===== src/rtl/mmu_ctx_sched_if.sv =====
`default_nettype none
// +---------------------------------------------------------------------------+
// | mmu_ctx_sched_if                                                          |
// | Kernel-side configuration/control and MMU programming bundle.             |
// | Revision: 1.0                                                             |
// +---------------------------------------------------------------------------+
interface mmu_ctx_sched_if #(
    parameter int QW = 16
);
    logic          cfg_we;
    logic [3:0]    cfg_slot;
    logic [31:0]   cfg_base;
    logic          cfg_valid;
    logic [QW-1:0] quantum;
    logic          start;
    logic          inta;
    logic          irq;
    logic          mmu_we_sel;
    logic [31:0]   mmu_sel;
    logic          mmu_we_addr;
    logic [31:0]   mmu_offset;
    logic          mmu_user_mode;
    logic          mmu_kernel_mode;
    logic [3:0]    cur_slot;
    logic          busy;
    logic          none_ready;
    logic          start_err;

    modport slave (
        input  cfg_we, cfg_slot, cfg_base, cfg_valid, quantum, start, inta,
        output irq, mmu_we_sel, mmu_sel, mmu_we_addr, mmu_offset,
               mmu_user_mode, mmu_kernel_mode, cur_slot, busy, none_ready,
               start_err
    );

    modport master (
        output cfg_we, cfg_slot, cfg_base, cfg_valid, quantum, start, inta,
        input  irq, mmu_we_sel, mmu_sel, mmu_we_addr, mmu_offset,
               mmu_user_mode, mmu_kernel_mode, cur_slot, busy, none_ready,
               start_err
    );
endinterface
`default_nettype wire


===== src/rtl/mmu_ctx_sched.sv =====
`default_nettype none
// +---------------------------------------------------------------------------+
// | mmu_ctx_sched                                                             |
// | Round-robin context scheduler: programs MMU selector/base, runs quantum.  |
// | Revision: 1.0                                                             |
// +---------------------------------------------------------------------------+
module mmu_ctx_sched #(
    parameter int NPROC = 11,
    parameter int QW    = 16
) (
    input  wire               clk,
    input  wire               rst_n,
    mmu_ctx_sched_if.slave    bus
);
    localparam logic [3:0] C_LAST_SLOT = 4'(NPROC - 1);

    typedef enum logic [2:0] {
        IDLE  = 3'd0,
        SEL   = 3'd1,
        BASE  = 3'd2,
        ENTER = 3'd3,
        RUN   = 3'd4,
        IRQ   = 3'd5
    } state_t;

    state_t        state_q, state_d;
    logic [31:0]   base_tbl_q [NPROC];
    logic [NPROC-1:0] valid_q;

    logic          we_sel_q, we_sel_d;
    logic          we_addr_q, we_addr_d;
    logic          user_q, user_d;
    logic          kern_q, kern_d;
    logic          irq_q, irq_d;
    logic          err_q, err_d;
    logic [3:0]    sel_q, sel_d;
    logic [31:0]   offset_q, offset_d;
    logic [3:0]    cur_q, cur_d;
    logic [31:0]   base_q, base_d;
    logic [QW-1:0] cnt_q, cnt_d;

    logic [4:0]    scan_sum;
    logic [3:0]    nxt_slot;
    logic          none_ready;

    assign none_ready = ~|valid_q;

    // Descending scan so the nearest valid slot after cur_q wins; cur_q itself is tried last.
    always_comb begin
        nxt_slot = cur_q;
        scan_sum = '0;
        for (int i = NPROC; i >= 1; i--) begin
            scan_sum = {1'b0, cur_q} + 5'(i);
            if (scan_sum >= 5'(NPROC)) begin
                scan_sum = scan_sum - 5'(NPROC);
            end
            if (valid_q[scan_sum[3:0]]) begin
                nxt_slot = scan_sum[3:0];
            end
        end
    end

    always_comb begin
        state_d   = state_q;
        we_sel_d  = 1'b0;
        we_addr_d = 1'b0;
        user_d    = 1'b0;
        kern_d    = 1'b0;
        err_d     = 1'b0;
        sel_d     = sel_q;
        offset_d  = offset_q;
        cur_d     = cur_q;
        base_d    = base_q;
        cnt_d     = cnt_q;
        unique case (state_q)
            IDLE: begin
                if (bus.start) begin
                    if (none_ready) begin
                        err_d = 1'b1;
                    end else begin
                        state_d  = SEL;
                        we_sel_d = 1'b1;
                        sel_d    = nxt_slot;
                        cur_d    = nxt_slot;
                        base_d   = base_tbl_q[nxt_slot];
                    end
                end
            end
            SEL: begin
                state_d   = BASE;
                we_addr_d = 1'b1;
                offset_d  = base_q;
            end
            BASE: begin
                state_d = ENTER;
                user_d  = 1'b1;
            end
            ENTER: begin
                state_d = RUN;
                cnt_d   = (bus.quantum == '0) ? QW'(1) : bus.quantum;
            end
            RUN: begin
                if (bus.inta) begin
                    state_d = IDLE;
                end else if (cnt_q == QW'(1)) begin
                    state_d = IRQ;
                    kern_d  = 1'b1;
                end else begin
                    cnt_d = cnt_q - QW'(1);
                end
            end
            IRQ: begin
                if (bus.inta) begin
                    state_d = IDLE;
                end
            end
            default: state_d = IDLE;
        endcase
        irq_d = (state_d == IRQ);
    end

    always_ff @(posedge clk or negedge rst_n) begin
        if (!rst_n) begin
            state_q   <= IDLE;
            we_sel_q  <= 1'b0;
            we_addr_q <= 1'b0;
            user_q    <= 1'b0;
            kern_q    <= 1'b0;
            irq_q     <= 1'b0;
            err_q     <= 1'b0;
            sel_q     <= '0;
            offset_q  <= '0;
            cur_q     <= C_LAST_SLOT;
            base_q    <= '0;
            cnt_q     <= '0;
        end else begin
            state_q   <= state_d;
            we_sel_q  <= we_sel_d;
            we_addr_q <= we_addr_d;
            user_q    <= user_d;
            kern_q    <= kern_d;
            irq_q     <= irq_d;
            err_q     <= err_d;
            sel_q     <= sel_d;
            offset_q  <= offset_d;
            cur_q     <= cur_d;
            base_q    <= base_d;
            cnt_q     <= cnt_d;
        end
    end

    always_ff @(posedge clk or negedge rst_n) begin
        if (!rst_n) begin
            valid_q <= '0;
            for (int i = 0; i < NPROC; i++) begin
                base_tbl_q[i] <= '0;
            end
        end else if (bus.cfg_we && (bus.cfg_slot < 4'(NPROC))) begin
            valid_q[bus.cfg_slot]    <= bus.cfg_valid;
            base_tbl_q[bus.cfg_slot] <= bus.cfg_base;
        end
    end

    assign bus.irq             = irq_q;
    assign bus.mmu_we_sel      = we_sel_q;
    assign bus.mmu_sel         = {28'd0, sel_q};
    assign bus.mmu_we_addr     = we_addr_q;
    assign bus.mmu_offset      = offset_q;
    assign bus.mmu_user_mode   = user_q;
    assign bus.mmu_kernel_mode = kern_q;
    assign bus.cur_slot        = cur_q;
    assign bus.busy            = (state_q != IDLE);
    assign bus.none_ready      = none_ready;
    assign bus.start_err       = err_q;

endmodule
`default_nettype wire


===== src/flat_wrapper.sv =====
// flat-port wrapper written by rule: the top's interface ports become plain ports
module mmu_ctx_sched_flat 
#(
    parameter int NPROC = 11,
    parameter int QW    = 16
)
  (clk, rst_n, bus_cfg_we, bus_cfg_slot, bus_cfg_base, bus_cfg_valid, bus_quantum, bus_start, bus_inta, bus_irq, bus_mmu_we_sel, bus_mmu_sel, bus_mmu_we_addr, bus_mmu_offset, bus_mmu_user_mode, bus_mmu_kernel_mode, bus_cur_slot, bus_busy, bus_none_ready, bus_start_err);
  mmu_ctx_sched_if #(.QW(QW)) bus_i ();
  input  wire clk;
  input  wire rst_n;
  input wire logic [$bits(bus_i.cfg_we)-1:0] bus_cfg_we;
  input wire logic [$bits(bus_i.cfg_slot)-1:0] bus_cfg_slot;
  input wire logic [$bits(bus_i.cfg_base)-1:0] bus_cfg_base;
  input wire logic [$bits(bus_i.cfg_valid)-1:0] bus_cfg_valid;
  input wire logic [$bits(bus_i.quantum)-1:0] bus_quantum;
  input wire logic [$bits(bus_i.start)-1:0] bus_start;
  input wire logic [$bits(bus_i.inta)-1:0] bus_inta;
  output wire logic [$bits(bus_i.irq)-1:0] bus_irq;
  output wire logic [$bits(bus_i.mmu_we_sel)-1:0] bus_mmu_we_sel;
  output wire logic [$bits(bus_i.mmu_sel)-1:0] bus_mmu_sel;
  output wire logic [$bits(bus_i.mmu_we_addr)-1:0] bus_mmu_we_addr;
  output wire logic [$bits(bus_i.mmu_offset)-1:0] bus_mmu_offset;
  output wire logic [$bits(bus_i.mmu_user_mode)-1:0] bus_mmu_user_mode;
  output wire logic [$bits(bus_i.mmu_kernel_mode)-1:0] bus_mmu_kernel_mode;
  output wire logic [$bits(bus_i.cur_slot)-1:0] bus_cur_slot;
  output wire logic [$bits(bus_i.busy)-1:0] bus_busy;
  output wire logic [$bits(bus_i.none_ready)-1:0] bus_none_ready;
  output wire logic [$bits(bus_i.start_err)-1:0] bus_start_err;
  assign bus_i.cfg_we = bus_cfg_we;
  assign bus_i.cfg_slot = bus_cfg_slot;
  assign bus_i.cfg_base = bus_cfg_base;
  assign bus_i.cfg_valid = bus_cfg_valid;
  assign bus_i.quantum = bus_quantum;
  assign bus_i.start = bus_start;
  assign bus_i.inta = bus_inta;
  assign bus_irq = bus_i.irq;
  assign bus_mmu_we_sel = bus_i.mmu_we_sel;
  assign bus_mmu_sel = bus_i.mmu_sel;
  assign bus_mmu_we_addr = bus_i.mmu_we_addr;
  assign bus_mmu_offset = bus_i.mmu_offset;
  assign bus_mmu_user_mode = bus_i.mmu_user_mode;
  assign bus_mmu_kernel_mode = bus_i.mmu_kernel_mode;
  assign bus_cur_slot = bus_i.cur_slot;
  assign bus_busy = bus_i.busy;
  assign bus_none_ready = bus_i.none_ready;
  assign bus_start_err = bus_i.start_err;
  mmu_ctx_sched #(.NPROC(NPROC), .QW(QW)) u_core (.clk(clk), .rst_n(rst_n), .bus(bus_i));
endmodule

===== config.mk =====
export PLATFORM = sky130hd
export DESIGN_NAME = mmu_ctx_sched_flat
export DESIGN_NICKNAME = d
export VERILOG_FILES = /design/src/rtl/mmu_ctx_sched_if.sv /design/src/rtl/mmu_ctx_sched.sv /design/src/flat_wrapper.sv
export SDC_FILE = /design/constraint.sdc
export NUM_CORES = 1
export LEC_CHECK = 0
export ABC_AREA = 1
export CORE_ASPECT_RATIO = 1.75
export CORE_MARGIN = 8
export CORE_UTILIZATION = 45
export CTS_CLUSTER_SIZE = 24
export DETAILED_ROUTE_END_ITERATION = 16
export GPL_TIMING_DRIVEN = 0
export SYNTH_ARGS = -nofsm -noshare
export SYNTH_HDL_FRONTEND = slang
export SYNTH_SLANG_ARGS = --single-unit
export TNS_END_PERCENT = 5

===== constraint.sdc =====
create_clock -name clk -period 4.5 [get_ports clk]
set_clock_uncertainty 0.05 [all_clocks]
set_input_delay 0.675 -clock clk [delete_from_list [all_inputs] [get_ports clk]]
set_output_delay 0.675 -clock clk [all_outputs]
set_load 0.1 [all_outputs]

=== Word level (Yosys, flattened, before mapping) ===
Index checks and enable logic that the tools add are counted.

* Register bits: 460
* Input port bits: 58
* Output and inout port bits: 76
* Word-level logic and storage cells: 171

* $add $sub $neg: 23
* Order comparisons: 28
* Equality and inequality tests: 9
* Muxes and demuxes: 74
* Bitwise gates (word level): 2
* Reductions and logical operators: 11

{| class="wikitable"
|+ Operators with widths
! kind !! count
|-
| $bwmux 352 || 1
|-
| $bmux 32 s4 || 1
|-
| $demux 32 s4 || 1
|-
| $mux 32 || 3
|-
| $mux 4 || 22
|-
| $lt 4x5->1 const B || 12
|-
| $ge 5x4->1 const B || 11
|-
| $mux 16 || 3
|-
| $bmux 1 s4 || 11
|-
| $sub 4x4->4 const B || 11
|-
| $pmux 16 s2 || 1
|-
| $mux 1 || 23
|-
| $add 4x3->5 const B || 4
|-
| $add 4x4->5 const B || 4
|-
| $pmux 3 s6 || 1
|-
| $eq 16x1->1 const B || 1
|-
| $logic_not 16->1 || 1
|-
| $sub 16x1->16 const B || 1
|-
| $mux 3 || 5
|-
| $bwmux 11 || 1
|-
| $reduce_or 11->1 || 1
|-
| $add 4x2->5 const B || 2
|-
| $ge 5x5->1 const B || 2
|-
| $not 4->5 || 2
|-
| 15 further kinds || 22
|}

=== Longest topological paths before layout ===
* Depth after elaboration: 20
* Depth in mapped cells: 38
* Depth with buffers taken out: 34

=== Least setup slack after synthesis ===
OpenSTA, ideal clock, no wires.

* Path type: register to register
* Start: register u_core.cur_q[0], in the netlist u_core.bus.cur_slot[0]
* End: register u_core.base_q[23]
* Library setup time: 121 ps
* Data arrival time: 4496 ps
* Required time: 4329 ps
* Slack: -167 ps
* Cell stages (with the launch flop): 38
* Path buffers: 5
* Period minus slack after synthesis: 4667 ps
* Path through: dfrtp_1 -> buf_4 -> inv_4 -> clkbuf_1 -> ha_1 -> buf_2 -> inv_2 -> nand2_1 -> nand2_1 -> nand2_1 -> nand2_2 -> nand2_2 -> nand2_2 -> nand2_1 -> nand3_1 -> nand3_1 -> nand3_1 -> nand2_1 -> (+2 left out) -> nand3_1 -> nand2_1 -> nand2_1 -> nand2_1 -> nand2_1 -> nand2_1 -> nand2_1 -> nand2_1 -> nand2_1 -> nand2_1 -> nand2_2 -> buf_2 -> buf_2 -> nand3_1 -> nand3_1 -> nand2_1 -> nand2_1 -> a21oi_1

* Word-level cells in the longest chain between the ends: 20
* Elaborated cells on any way between the ends: 81
* Those cells by class: add/sub: 22; order compare: 11; mux: 47; bitwise: 1

{| class="wikitable"
|+ Ends and longest elaborated chain
! what !! line !! RTL
|-
| start: declaration || mmu_ctx_sched.sv:38 || <nowiki>logic [3:0] cur_q, cur_d;</nowiki>
|-
| start signal: assignment || mmu_ctx_sched.sv:146 || <nowiki>cur_q <= cur_d;</nowiki>
|-
| $add 4x4->5 || mmu_ctx_sched.sv:53 || <nowiki>scan_sum = {1'b0, cur_q} + 5'(i);</nowiki>
|-
| $sub 4x4->4 / $ge 5x4->1 (equally long branches) || mmu_ctx_sched.sv:55, mmu_ctx_sched.sv:54 ||
|-
| $mux 4 || mmu_ctx_sched.sv:54 || <nowiki>if (scan_sum >= 5'(NPROC)) begin</nowiki>
|-
| $bmux 1 s4 || mmu_ctx_sched.sv:57 || <nowiki>if (valid_q[scan_sum[3:0]]) begin</nowiki>
|-
| $mux 1 (not written as such) || mmu_ctx_sched.sv:57 ||
|-
| $mux 4 (10 in a row) || mmu_ctx_sched.sv:57 ||
|-
| $mux 4 * || mmu_ctx_sched.sv:57 ||
|-
| $not 4->5 (not written as such) * || mmu_ctx_sched.sv:85 || <nowiki>base_d = base_tbl_q[nxt_slot];</nowiki>
|-
| $bmux 32 s4 * || mmu_ctx_sched.sv:85 ||
|-
| $mux 32 (not written as such) * (2 in a row) || mmu_ctx_sched.sv:85 ||
|-
| end signal: assignment || mmu_ctx_sched.sv:147 || <nowiki>base_q <= base_d;</nowiki>
|-
| end: declaration || mmu_ctx_sched.sv:39 || <nowiki>logic [31:0] base_q, base_d;</nowiki>
|}

Mark *: on every way between the ends. The rest lies on a longest branch, timed or not. The select of a mux whose other input is x is not followed.
A chain may end at the register's enable or synchronous reset.

=== Worst setup path after layout ===
* Start: register u_core.cur_q[1], in the netlist u_core.bus.cur_slot[1]
* End: register u_core.base_q[23]

Same word-level chain as after synthesis.

==> results_dict.tcl <==
set metrics [dict create \
    wire_per_inst_um 22.5 \
    setup_violations 32 \
    rows 112 \
    mappedNetlistArea_um2 23900 \
    die_area_um2 61100 \
    fin_crit_sh_pct 105 \
    antenna_found_initial 0 \
    synth_cell_types 56 \
    crit_start "u_core.bus.cur_slot[1]" \
    min_period_ns 4.71 \
    rsz0062_at_grt "yes" \
    n_antenna_cell 0 \
    drc 0 \
    final_hold_viol_count 0 \
    setup_slack_ns -0.213 \
    hold_class "in2async" \
    crit-reg2reg-launch "u_core.bus.cur_slot[1]" \
    synth_warnings 0 \
    path_max_fanout 10 \
    numCtsBuffers 44 \
    core_area_um2 53000 \
    ys_seq_elements 458 \
    avgSynthCellArea_um2 7.52 \
    antenna_left 0 \
    die_h_um 321 \
    via_count 23300 \
    path_class "reg2reg" \
    crit_required_ns 4.90 \
    initial_utilization_pct 45.2 \
    synth-edff-count 0 \
    nets 3461 \
    grt_max_degree 123 \
    netlist_instances 3184 \
    io_pins 134 \
    drv_slew 0 \
    drt_first_pass_iters 6 \
    final_area_um2 28800 \
    synth.top_cell.area_share_pct 47.6 \
    clock_latency_ns 0.59 \
    htreeDepth 2 \
    arrival_ns 5.11 \
    drt-total-wl_um 92300 \
    viasPerCell 5.68 \
    cts.path.max_buffers 3 \
    worst_slew_pin_slew_ns 1.03 \
    synthTopCellsByArea "dfrtp_1 48%, nand2_1 13%, nand3_1 9.7%" \
    max_freq_ghz 0.212 \
    synth_top_cell_by_area "dfrtp_1" \
    grt_overflow 0 \
    area_growth_pct 20.2 \
    die_w_um 190 \
    cts-root-buf "clkbuf_16" \
    drt_iter0_markers 2119 \
    clkTransAtPathRegs_ns 0.06 \
    ys_async_sr_fraction_pct 100 \
    synthFlopType "dfrtp_1" \
    endpoint_kind "flop" \
    yosys-top-cells-count "845 x nand2_1, 464 x nand3_1, 456 x dfrtp_1" \
    drive_gt1_share_pct 12.1 \
    synth_most_common_cell "nand2_1" \
    post-dp-hpwl_um 69100 \
    postCtsHoldBufs 0 \
    grt_pass1_vias 23300 \
    gp_congestion 0.958 \
    slew_headroom_pct 31.1 \
    place_ws_ns -1.78 \
    fin_util_pct 54.3 \
    cts_tree "done" \
    port_buffers 105 \
    grt_pass1_wl_um 138000 \
    status "finished, violations left" \
    critPathLaunchType "flop" \
    cts_sinks 458 \
    violations "negative setup slack" \
    maxCapViolations 0 \
    place_area_um2 26000 \
    seq_area_frac_synth_pct 47.9 \
    grtUsageTotal_pct 29.6 \
]
## timing repair
action,4_1_cts,5_1_grt
endpoints found under the setup margin,39,37
resized for setup,189,132
gates cloned,2,0
hold endpoints to repair,0,0
buffers inserted,11,8
pin swaps,19,14
## per-stage QoR
stage	TNS, ns	std cells	hold WS, ns
floorplan	0	3211	0.329
global placement	-7987.42	4000	0.406
detailed placement	-55.55	4003	0.408
CTS	-5.35	4096	0.122
global route	-12.24	4104	0.165
finish	-4.63	4104	0.0898
## registers in the layout (all words and copies together), names as in the netlist, 2 cells and up
register	count
u_core.base_tbl_q	352
u_core.base_q	32
u_core.bus.mmu_offset	32
u_core.cnt_q	16
u_core.valid_q	11
u_core.bus.cur_slot	4
u_core.state_q	3
u_core.sel_q	2
## critical path, stage by stage, from the launching register on
cell and delay, ns:
dfstp_4 0.64, clkinvlp_4 0.21, ha_4 0.35, buf_12 0.15
nand2_4 0.09, nand3_2 0.11, nand2_1 0.09, nand2_2 0.15
nand2_1 0.08, nand2_2 0.19, inv_2 0.08, o21ai_0 0.16
a21oi_1 0.07, o21ai_1 0.28, o311ai_4 0.21, nand2_2 0.20
inv_2 0.07, nor2_1 0.22, inv_1 0.11, nand2_4 0.18
buf_12 0.18, buf_8 0.15, nand3_1 0.13, nand3_2 0.12
nand2_2 0.09, nand2_1 0.14, a21oi_2 0.07
## path summary, 6_finish.rpt
| kind | cells past startpoint | slack [ns] | to |
|---|---|---|---|
| worst min register to register | 2 | 0.42 | u_core.bus.mmu_offset[6] |
| worst max-delay path | 26 | -0.21 | u_core.base_q[23] |
| max in group asynchronous | 3 | 2.61 | u_core.bus.cur_slot[0] |
| worst min-delay path | 1 | 0.09 | u_core.base_tbl_q[229] |
| min in group clk | 2 | 0.42 | u_core.bus.mmu_offset[6] |
| worst max register to register | 26 | -0.21 | u_core.base_q[23] |
## metal layers
metal  share of wire (%)  routed length, um  track usage, %  vias up
li1                    -                  -               -    10800
met1                  34              31100            30.0    11200
met2                  52              47700            52.3     1002
met3                 5.1               4680            3.59      322
met4                 9.5               8810            26.9        0
met5                   0                  0               0        -
## cell families after synthesis
logic type,count (synthesis),synth area share (%)
buf+inv,422,7.88
simple gates,1648,28.9
xor+xnor,16,0.726
other cells,1,0.0157
flops,458,47.9
fa+ha+maj,17,0.888
compound gates,622,13.7
## final cells by class
cell class	count	area, um^2
Fill cell	5129	24200
Sequential cell	458	11500
Multi-Input combinational cell	2333	11400
Buffer	229	1550
Timing Repair Buffer	127	1320
Clock buffer	64	1300
Tap cell	684	856
Inverter	193	747
Clock inverter	16	123
## placed cells by master, fill, tap and decap left out, types with 23 or more instances in the layout
cell             synthesis  routed
clkbuf_1               115     113
nand3_1                464     429
o21ai_1                 51      46
inv_1                  140     139
nand2_4                  4      23
clkdlybuf4s50_1          0     103
a21oi_1                199     189
clkinv_1                34      32
o21ai_0                325     318
buf_4                   56      62
nand2_2                 19      62
nand2_1                845     783
nand3_2                  0      30
clkbuf_16                0      45
conb_1                   1      28
dfrtp_1                456     454
nor2_1                 279     277
Power is not shown: default switching activity piles up to over one toggle a cycle in this logic, so the estimate is an artifact.
